$ cat config.mk
export PLATFORM = sky130hd
export DESIGN_NAME = hk_spi_responder
export DESIGN_NICKNAME = d
export VERILOG_FILES = /design/src/rtl/hk_spi_responder.sv
export SDC_FILE = /design/constraint.sdc
export NUM_CORES = 1
export LEC_CHECK = 0
export BUFFER_PORTS_ARGS = -buffer_cell sky130_fd_sc_hd__buf_2
export CAP_MARGIN = 20
export CORE_AREA = 3 3 73 75
export DETAILED_ROUTE_END_ITERATION = 12
export DIE_AREA = 0 0 76 78
export PLACE_DENSITY = 0.86
export SLEW_MARGIN = 20
export SYNTH_ARGS = -nofsm -noshare
export SYNTH_HDL_FRONTEND = slang
export SYNTH_SLANG_ARGS = --single-unit
$ cat constraint.sdc
create_clock -name clk -period 2.3 [get_ports clk]
set_input_delay 0.46 -clock clk [delete_from_list [all_inputs] [get_ports clk]]
set_output_delay 0.46 -clock clk [all_outputs]
set_load 0.005 [all_outputs]
$ cat src/rtl/hk_spi_responder.sv
// Housekeeping SPI responder.
// Oversamples the pad-side SCK/CSB/SDI pins into the core clock domain and
// decodes command / address / data bytes into single-cycle register read and
// write strobes. Read data is shifted out MSB first on SDO.
module hk_spi_responder #(
    parameter int SYNC_STAGES = 2
) (
    input  logic       clk,
    input  logic       resetn,
    input  logic       spi_sck,
    input  logic       spi_csb,
    input  logic       spi_sdi,
    output logic       spi_sdo,
    output logic       spi_sdo_oe,
    output logic [7:0] reg_addr,
    output logic [7:0] reg_wdata,
    output logic       reg_we,
    output logic       reg_re,
    input  logic [7:0] reg_rdata,
    output logic       busy
);

    typedef enum logic [2:0] {
        IDLE,
        COMMAND,
        ADDRESS,
        DATA,
        IGNORE
    } state_t;

    state_t state, state_n;

    logic [SYNC_STAGES-1:0] sck_sync, csb_sync, sdi_sync;
    logic       sck_s, csb_s, sdi_s, sck_d;
    logic       sck_rise, sck_fall;
    logic       armed;        // CSB has been seen high since reset
    logic [2:0] bit_cnt;
    logic [7:0] shift_in;
    logic [7:0] out_shift;
    logic [1:0] mode;         // [1] = write, [0] = read
    logic       counted;      // command gave a non-zero byte count
    logic [2:0] byte_cnt;
    logic       byte_done;    // one cycle after a data byte completes
    logic       rd_req;       // issue reg_re on the next cycle
    logic       re_d;         // reg_rdata is valid this cycle
    logic [7:0] byte_in;
    logic       byte_end, load_cmd, load_addr, data_end;

    assign sck_s    = sck_sync[SYNC_STAGES-1];
    assign csb_s    = csb_sync[SYNC_STAGES-1];
    assign sdi_s    = sdi_sync[SYNC_STAGES-1];
    assign sck_rise = sck_s & ~sck_d;
    assign sck_fall = ~sck_s & sck_d;
    assign busy     = (state != IDLE);

    // Synchronizer chains and the previous-SCK sample for edge detection.
    // The CSB chain clears to 0 so a CSB held low across reset never looks
    // like a fresh falling edge; arming requires a real high sample.
    // NOTE: clocked state always uses non-blocking assignments so every flop
    // samples pre-edge values regardless of statement order.
    always_ff @(posedge clk or negedge resetn) begin
        if (!resetn) begin
            sck_sync <= '0;
            csb_sync <= '0;
            sdi_sync <= '0;
            sck_d    <= 1'b0;
        end else begin
            sck_sync <= {sck_sync[SYNC_STAGES-2:0], spi_sck};
            csb_sync <= {csb_sync[SYNC_STAGES-2:0], spi_csb};
            sdi_sync <= {sdi_sync[SYNC_STAGES-2:0], spi_sdi};
            sck_d    <= sck_s;
        end
    end

    // FSM state register.
    always_ff @(posedge clk or negedge resetn) begin
        if (!resetn) state <= IDLE;
        else         state <= state_n;
    end

    // Next-state decode and byte-boundary events.
    // NOTE: every signal gets a default before the case so no path leaves it
    // unassigned, which would otherwise infer a latch.
    always_comb begin
        state_n   = state;
        byte_in   = {shift_in[6:0], sdi_s};
        byte_end  = sck_rise && (bit_cnt == 3'd7) && !csb_s;
        load_cmd  = 1'b0;
        load_addr = 1'b0;
        data_end  = 1'b0;
        if (csb_s) begin
            state_n = IDLE;
        end else begin
            unique case (state)
                IDLE:    if (armed) state_n = COMMAND;
                COMMAND: if (byte_end) begin
                    load_cmd = 1'b1;
                    state_n  = (byte_in[7:6] == 2'b00) ? IGNORE : ADDRESS;
                end
                ADDRESS: if (byte_end) begin
                    load_addr = 1'b1;
                    state_n   = DATA;
                end
                DATA: begin
                    data_end = byte_end;
                    if (byte_done && counted && (byte_cnt == 3'd1)) state_n = IGNORE;
                end
                IGNORE:  state_n = IGNORE;
                default: state_n = IDLE;
            endcase
        end
    end

    // Datapath: bit shifting, address/count tracking, strobes and SDO.
    always_ff @(posedge clk or negedge resetn) begin
        if (!resetn) begin
            armed      <= 1'b0;
            bit_cnt    <= '0;
            shift_in   <= '0;
            out_shift  <= '0;
            mode       <= '0;
            counted    <= 1'b0;
            byte_cnt   <= '0;
            byte_done  <= 1'b0;
            rd_req     <= 1'b0;
            re_d       <= 1'b0;
            reg_addr   <= '0;
            reg_wdata  <= '0;
            reg_we     <= 1'b0;
            reg_re     <= 1'b0;
            spi_sdo    <= 1'b0;
            spi_sdo_oe <= 1'b0;
        end else begin
            reg_we    <= 1'b0;
            reg_re    <= 1'b0;
            byte_done <= 1'b0;
            rd_req    <= 1'b0;
            re_d      <= reg_re;

            if (csb_s) armed <= 1'b1;

            if (state == IDLE) begin
                bit_cnt  <= '0;
                shift_in <= '0;
            end else if (sck_rise) begin
                bit_cnt  <= bit_cnt + 3'd1;
                shift_in <= byte_in;
            end

            if (load_cmd) begin
                mode     <= byte_in[7:6];
                byte_cnt <= byte_in[5:3];
                counted  <= |byte_in[5:3];
            end

            if (load_addr) begin
                reg_addr <= byte_in;
                rd_req   <= byte_in[0] ? mode[0] : mode[0];
            end

            // Write strobe carries the address of the byte just received;
            // the address advances one cycle later.
            if (data_end) begin
                byte_done <= 1'b1;
                if (mode[1]) begin
                    reg_wdata <= byte_in;
                    reg_we    <= 1'b1;
                end
            end

            if (byte_done) begin
                reg_addr <= reg_addr + 8'd1;
                if (counted) byte_cnt <= byte_cnt - 3'd1;
                rd_req <= mode[0] && (state_n == DATA);
            end

            if (rd_req && (state == DATA) && !csb_s) reg_re <= 1'b1;

            // Load read data ahead of the next SCK fall, then shift MSB first.
            if (state == DATA) begin
                if (re_d) begin
                    out_shift  <= reg_rdata;
                    spi_sdo_oe <= 1'b1;
                end else if (sck_fall) begin
                    spi_sdo   <= out_shift[7];
                    out_shift <= {out_shift[6:0], 1'b0};
                end
            end

            if (state_n != DATA) begin
                spi_sdo    <= 1'b0;
                spi_sdo_oe <= 1'b0;
            end
        end
    end

endmodule

==> impl_metrics.py, run 1 <==
metrics = {
    "outcome": {
        "status": "complete, no violations",
    },
    "placement": {
        "dp_hpwl_mm": 3.60,
        "placedCellCount": 327,
        "placed_area_um2": 2840,
        "portBuffers": 33,
        "gp_congestion": 0.791,
    },
    "synth": {
        "synthCells": 230,
        "synth_edf_count": 0,
        "synth_top_cell_area_share": 0.562,
        "synth_commonest_cells": "dfrtp_1, nand2_1, a21oi_1",
        "seq_area_frac_synth": 0.562,
        "syn_area_um2": 2580,
        "synth_ff_type": "dfrtp_1",
        "synth_cell_types": 46,
        "ys_seq_elements": 58,
        "ys_top_cells_by_area": "dfrtp_1, mux2i_1, nand2_1, a21oi_1, mux2_2",
        "async_flop_share": 1.00,
        "synth_most_common_cell": "dfrtp_1",
        "ys_warn_count": 0,
        "avgSynthCellArea_um2": 11.2,
        "synth_area_leader_cell": "dfrtp_1",
        "synth_nets": 248,
    },
    "global_route": {
        "grtUsageTotal": 0.188,
        "grt_pass1_vias": 1835,
        "antenna_found_initial": 0,
        "grt_pass1_wl_mm": 8.58,
        "grt_max_degree": 34,
        "grt_overflow": 0,
    },
    "die": {
        "boundaryPins": 34,
        "start_util": 0.547,
        "rows": 25,
        "core_area_um2": 4720,
        "die_x_um": 76,
        "die_area_um2": 5930,
        "die_y_um": 78,
    },
    "detailed_routing": {
        "wl_per_cell_um": 14.7,
        "route.vias.total": 1857,
        "drtPass1Iterations": 4,
        "drt_iter0_markers": 156,
        "ant_nets": 0,
        "drc": 0,
        "viasPerCell": 5.41,
        "routed_wl_mm": 5.04,
    },
    "timing": {
        "hold_viol": 0,
        "clock.fmax_mhz": 528,
        "period_minus_slack_ps": 1890,
        "rsz0062_at_grt": "no",
        "fin_skew_ps": 9.83,
        "finalSetupViolCount": 0,
        "fin_hold_ws_ps": 122,
        "period_share": 0.824,
        "setup_tns_ps": 0,
        "maxSlewViolCount": 0,
        "slew_headroom": 0.531,
        "worstMarginPinSlew_ps": 702,
    },
    "critical_path": {
        "critPathKind": "flip-flop to flip-flop",
        "cp_data_required_time_ps": 2500,
        "path_cells": "ha_1, ha_1, and4bb_2, nand2_1, nor3b_2, o32ai_2",
        "start_kind": "flip-flop",
        "cp_num_buf_inv": 0,
        "crit_family": "simple AND/OR/NAND/NOR gates",
        "path_common_cell": "ha_1",
        "crit_fanout": 4,
        "end_kind": "flip-flop",
        "worstPathArrival_ps": 2100,
        "slowest_stage": "dfrtp_1",
        "slowest_delay_ps": 400,
    },
    "final_layout": {
        "diodes": 0,
        "finalNonFillerCells": 343,
        "final_layout_size_suffix_gt1_frac": 0.268,
        "final_area_um2": 3050,
        "areaGrowthSynthToFinish_pct": 17.9,
        "utilization": 0.645,
        "nNetsFinal": 289,
    },
    "power_and_ir_drop": {
        "power-per-cell-area_nw_per_um2": 675,
        "peakVddDrop_mv": 0.407,
        "p_leak_nw": 1.44,
    },
    "cts": {
        "htree_levels": 3,
        "clkSlewWorstSetupHoldPaths_ps": 70,
        "post-cts-setup-buffers": 0,
        "cts_made_buffers": 9,
        "cts-root-buf": "clkbuf_8",
        "cts_hold_buf": 0,
        "cts.repair.resized": 0,
        "cts_tree": "done",
        "clkSinkCount": 58,
        "cts_buffer_depth": 2,
        "clk_latency_ps": 340,
    },
    "hold_path": {
        "hold_class": "input port to asynchronous set/reset pin",
    },
    "flow_run": {
        "drv_cap": 0,
    },
}
[final cells by class]
class                   instances  area (µm²)
inverters                       7        26.3
multi-input cells             158        1070
clock inverters                 7        78.8
flip-flops and latches         58        1450
well taps                      67        83.8
clock buffers                   9         124
fillers                       366        1680
repair buffers                 37         208
[report_power, final]
group,internal [W],switching (W)
Clock,0.000506,0.000441
Combinational,0.0000262,0.0000421
Sequential,0.00103,0.0000110
Total,0.00156,0.000494
[kinds of logic (layout without fill, tap and decap cells)]
| group | count (synthesis) | after routing | share of synthesized area |
|---|---|---|---|
| flip-flops | 58 | 58 | 0.562 |
| adder cells (fa/ha/maj) | 5 | 5 | 0.0242 |
| XOR/XNOR | 2 | 2 | 0.00678 |
| AO/OA/AOI/OAI | 47 | 47 | 0.116 |
| buffers and inverters | 14 | 60 | 0.0223 |
| AND/OR/NAND/NOR | 80 | 80 | 0.170 |
| multiplexers | 24 | 24 | 0.0988 |
[worst reg2reg max path, stage by stage, from the launching register on]
cell and delay [ps]:
dfrtp_1 400, ha_1 210, ha_1 220, and4bb_2 280, nand2_1 180, nor3b_2 340, o32ai_2 130
[flip-flops by register name, indices dropped and copies added, names as in the netlist]
signal	cells
armed	1
bit_cnt	3
byte_cnt	3
byte_done	1
counted	1
csb_sync	2
mode	2
out_shift	8
rd_req	1
re_d	1
reg_addr	8
reg_re	1
reg_wdata	8
reg_we	1
sck_d	1
sck_sync	2
sdi_sync	2
shift_in	7
spi_sdo	1
spi_sdo_oe	1
state	3
[metrics by stage]
step,total power [W],setup slack [ps]
finish,0.00206,405
global route,0.00213,328
CTS,0.00207,399
detailed placement,0.00113,411
global placement,0.00113,477
floorplan,0.00109,593
[final timing paths]
| kind | from | endpoint | slack [ps] | cells past startpoint |
|---|---|---|---|---|
| max | bit_cnt[0]$_DFFE_PN0P_ | rd_req$_DFF_PN0_ | 410 | 6 |
| min | resetn | out_shift[3]$_DFFE_PN0P_ | 120 | 1 |
| max reg2reg | bit_cnt[0]$_DFFE_PN0P_ | rd_req$_DFF_PN0_ | 410 | 6 |
| min reg2reg | csb_sync[0]$_DFF_PN0_ | csb_sync[1]$_DFF_PN0_ | 350 | 0 |
| max in group asynchronous | resetn | spi_sdo$_DFFE_PN0P_ | 1610 | 2 |
| min in group clk | spi_sdi | sdi_sync[0]$_DFF_PN0_ | 220 | 1 |
[cells in the final DEF, fill, tap and decap left out, types with 2 or more instances in the layout]
cell and n:
a21oi_1 19, buf_2 33, inv_1 7, nand3b_1 2, xnor2_1 2, nor2b_1 4
ha_1 5, clkinvlp_4 3, nand2b_1 2, o22ai_1 2, dfrtp_1 58, o21a_1 3
nor2_1 7, nor3_1 7, a211oi_1 2, clkbuf_8 9, nand3_1 4, buf_4 3
nand2_1 37, o22a_1 2, clkinv_4 2, mux2_2 8, mux2i_1 15, o21ai_0 11
nor3b_1 3
[per-layer routing]
layer	vias up	share of wire	track usage	wire length, µm
li1	894	-	-	-
met1	896	0.47	0.245	2350
met2	51	0.46	0.282	2340
met3	16	0.038	0.0441	190
met4	0	0.032	0.123	160
met5	-	0	0	0
(Power assumes the default switching activity.)
==> inputs of run 2 (changes only) <==
--- a/config.mk
+++ b/config.mk
@@ -5,12 +5,13 @@
 export SDC_FILE = /design/constraint.sdc
 export NUM_CORES = 1
 export LEC_CHECK = 0
+export ABC_AREA = 1
 export BUFFER_PORTS_ARGS = -buffer_cell sky130_fd_sc_hd__buf_2
 export CAP_MARGIN = 20
-export CORE_AREA = 3 3 73 75
+export CORE_AREA = 3 3 77 79
 export DETAILED_ROUTE_END_ITERATION = 12
-export DIE_AREA = 0 0 76 78
-export PLACE_DENSITY = 0.86
+export DIE_AREA = 0 0 80 82
+export PLACE_DENSITY = 0.83
 export SLEW_MARGIN = 20
 export SYNTH_ARGS = -nofsm -noshare
 export SYNTH_HDL_FRONTEND = slang
==> constraint.sdc (replaced) <==
create_clock -name clk -period 1.7 [get_ports clk]
set_input_delay 0.34 -clock clk [delete_from_list [all_inputs] [get_ports clk]]
set_output_delay 0.34 -clock clk [all_outputs]
set_load 0.005 [all_outputs]
==> run 2 against run 1 <==
Hold slack worse by 11 ps. Largest power group unchanged. Sequential share of layout area is 2.4 points lower. Die area is 11% higher. Sequential power is 37% higher. Non-clock buffer count is 5 higher. Critical endpoint is now byte_cnt[1]$_DFF_PN0_. Fmax is 18% higher. Synthesized area is 2.9% higher. Clock power is 36% higher.
==> impl_metrics.py, run 2 <==
metrics = {
    "critical_path": {
        "cp_data_required_time_ps": 1960,
        "start_kind": "flip-flop",
        "end_kind": "flip-flop",
        "crit_fanout": 8,
        "critPathKind": "flip-flop to flip-flop",
        "worstPathArrival_ps": 1860,
    },
    "power_and_ir_drop": {
        "p_sw_frac": 0.226,
        "power-per-cell-area_nw_per_um2": 887,
        "pwr-share-comb": 0.048,
        "p_int_w": 0.00220,
        "p_switching_w": 0.000641,
        "peakVddDrop_mv": 0.485,
        "pwr-share-seq": 0.500,
        "finalPower_w": 0.00284,
        "clkPwrFrac": 0.452,
        "p_leak_nw": 1.56,
    },
    "detailed_routing": {
        "route.vias.total": 2042,
        "routed_wl_mm": 5.43,
        "ant_nets": 0,
        "wl_per_cell_um": 13.4,
        "viasPerCell": 5.03,
        "drc": 0,
        "drt_iter0_markers": 113,
        "drtPass1Iterations": 4,
    },
    "synth": {
        "synth-simple-area-share": 0.182,
        "synth_fa_ha_area_frac": 0.0236,
        "synth_edf_count": 0,
        "synth_cell_types": 31,
        "synth_compound_area_frac": 0.166,
        "synth_top_cell_area_share": 0.546,
        "synthCells": 281,
        "synth_ff_type": "dfrtp_1",
        "muxShareOfSynthArea": 0,
        "ys_warn_count": 0,
        "synth_commonest_cells": "dfrtp_1, nand2_1, inv_1",
        "synth_most_common_cell": "dfrtp_1",
        "synth_top_family_by_area": "simple AND/OR/NAND/NOR gates",
        "synth_xor_area_frac": 0.00659,
        "avgSynthCellArea_um2": 9.45,
        "syn_area_um2": 2660,
        "ys_top_cells_by_area": "dfrtp_1, nand2_1, inv_1, o21ai_0, a21oi_1",
        "seq_area_frac_synth": 0.546,
        "synth_area_leader_cell": "dfrtp_1",
        "ys_seq_elements": 58,
        "async_flop_share": 1.00,
        "synth_nets": 299,
    },
    "cts": {
        "cts_buffer_depth": 2,
        "htree_levels": 3,
        "cts_made_buffers": 9,
        "cts-root-buf": "clkbuf_8",
        "clkSinkCount": 58,
        "cts_tree": "done",
        "clkSlewWorstSetupHoldPaths_ps": 60,
        "clk_latency_ps": 330,
    },
    "global_route": {
        "grt_overflow": 0,
        "grt_max_degree": 22,
        "grt_pass1_wl_mm": 9.00,
        "grtUsageTotal": 0.182,
        "grt_pass1_vias": 1982,
        "antenna_found_initial": 0,
    },
    "placement": {
        "gp_congestion": 0.865,
        "place_ws_ps": -26.7,
        "placedCellCount": 386,
        "dp_hpwl_mm": 3.85,
        "portBuffers": 33,
    },
    "hold_path": {
        "hold_class": "input port to flip-flop",
    },
    "final_layout": {
        "fillers": 475,
        "final_layout_size_suffix_gt1_frac": 0.275,
        "final_common_cell": "dfrtp_1",
        "diodes": 0,
        "top_regs": "out_shift: 8 flops, reg_addr: 8 flops, reg_wdata: 8 flops",
        "areaGrowthSynthToFinish_pct": 20.7,
        "mostFrequentLayoutCells": "dfrtp_1, nand2_1, inv_1, buf_2, o21ai_0",
        "finalNonFillerCells": 406,
        "nNetsFinal": 347,
    },
    "die": {
        "die_area_um2": 6560,
        "die_x_um": 80,
        "start_util": 0.491,
        "rows": 27,
        "die_y_um": 82,
        "boundaryPins": 34,
        "core_area_um2": 5410,
    },
    "timing": {
        "fin_ws_ps": 93.9,
        "maxSlewViolCount": 0,
        "fin_skew_ps": 10.3,
        "period_minus_slack_ps": 1610,
        "rsz0062_at_grt": "no",
        "finalSetupViolCount": 0,
        "fin_hold_ws_ps": 111,
        "worstMarginPinSlew_ps": 528,
        "hold_viol": 0,
        "period_share": 0.945,
        "clock.fmax_mhz": 623,
        "slew_headroom": 0.648,
    },
    "outcome": {
        "status": "complete, no violations",
    },
    "flow_run": {
        "drv_cap": 0,
    },
}
-- run 2: cell count changes after synthesis, moves of 5 or more --
cell / change
inv_1: +30
mux2i_1: -15
o21ai_0: +15
nor2_1: +11
nand2_1: +10
o211ai_1: +9
mux2_2: -8
o21ai_2: +8
inv_2: +7
nand2_2: +6
nand3_1: +6
nor3_1: -5
-- run 2: repair_timing --
item | CTS | global route
pin swaps | 0 | 2
setup endpoints to repair | 12 | 7
hold endpoints to repair | 16 | 0
buffers inserted | 0 | 3
gates resized for setup | 2 | 6
hold buffers | 1 | 0
-- run 2: stage by stage --
stage               area (µm²)  setup TNS [ps]   util
finish                    3210               0  0.593
global route              3210               0  0.593
floorplan                 2660               0      -
detailed placement        2940            -122  0.544
CTS                       3160               0  0.585
global placement          2940               0  0.544
-- run 2: final cells by class --
cell class                      count  area, µm²  share of cell area
Sequential cell                    58       1450               0.453
Timing Repair Buffer               42        260              0.0812
Inverter                           44        165              0.0515
Multi-Input combinational cell    174       1030               0.322
Clock inverter                      4       50.0              0.0156
Tap cell                           72       90.1              0.0281
Clock buffer                       12        155              0.0484
-- run 2: per-layer routing --
metal / part of all wire / GRT usage
met2: 0.50 / 0.285
met4: 0.017 / 0.0895
met1: 0.43 / 0.227
met3: 0.055 / 0.0603
met5: 0 / 0
-- run 2: logic make-up (layout without fill, tap and decap cells) --
kind of cell    Yosys count  in the layout
fa+ha+maj                 5              5
simple gates             96             96
xor+xnor                  2              2
buf+inv                  49            102
flops                    58             58
compound gates           71             71
-- run 2: path summary, 6_finish.rpt --
| path | from | to | slack (ps) | cells after the start |
|---|---|---|---|---|
| worst max-delay path | bit_cnt[0]$_DFFE_PN0P_ | byte_cnt[1]$_DFF_PN0_ | 90 | 10 |
| worst min-delay path | spi_sdi | sdi_sync[0]$_DFF_PN0_ | 110 | 1 |
| worst max register to register | bit_cnt[0]$_DFFE_PN0P_ | byte_cnt[1]$_DFF_PN0_ | 90 | 10 |
| worst min register to register | sdi_sync[0]$_DFF_PN0_ | sdi_sync[1]$_DFF_PN0_ | 350 | 0 |
| max in group asynchronous | resetn | shift_in[6]$_DFFE_PN0P_ | 690 | 3 |
| min in group asynchronous | resetn | spi_sdo_oe$_DFFE_PN0P_ | 520 | 2 |
-- run 2: critical path, cell delays in order (launching register included) --
cell and delay, ps:
dfrtp_1 370, ha_2 190, ha_1 170, inv_1 50, nor2_2 120, nand2_4 100
nor2_8 150, inv_2 90, a21oi_2 140, o21ai_1 80, o21ai_1 70
-- run 2: power groups by stage --
stage | sequential, W | combinational (W) | clock [W]
2_1_floorplan | 0.00144 | 0.0000577 | 0
3_3_place_gp | 0.00144 | 0.000127 | 0
3_5_place_dp | 0.00145 | 0.000130 | 0
4_1_cts | 0.00142 | 0.000133 | 0.00130
5_1_grt | 0.00142 | 0.000153 | 0.00138
6_report | 0.00142 | 0.000137 | 0.00129
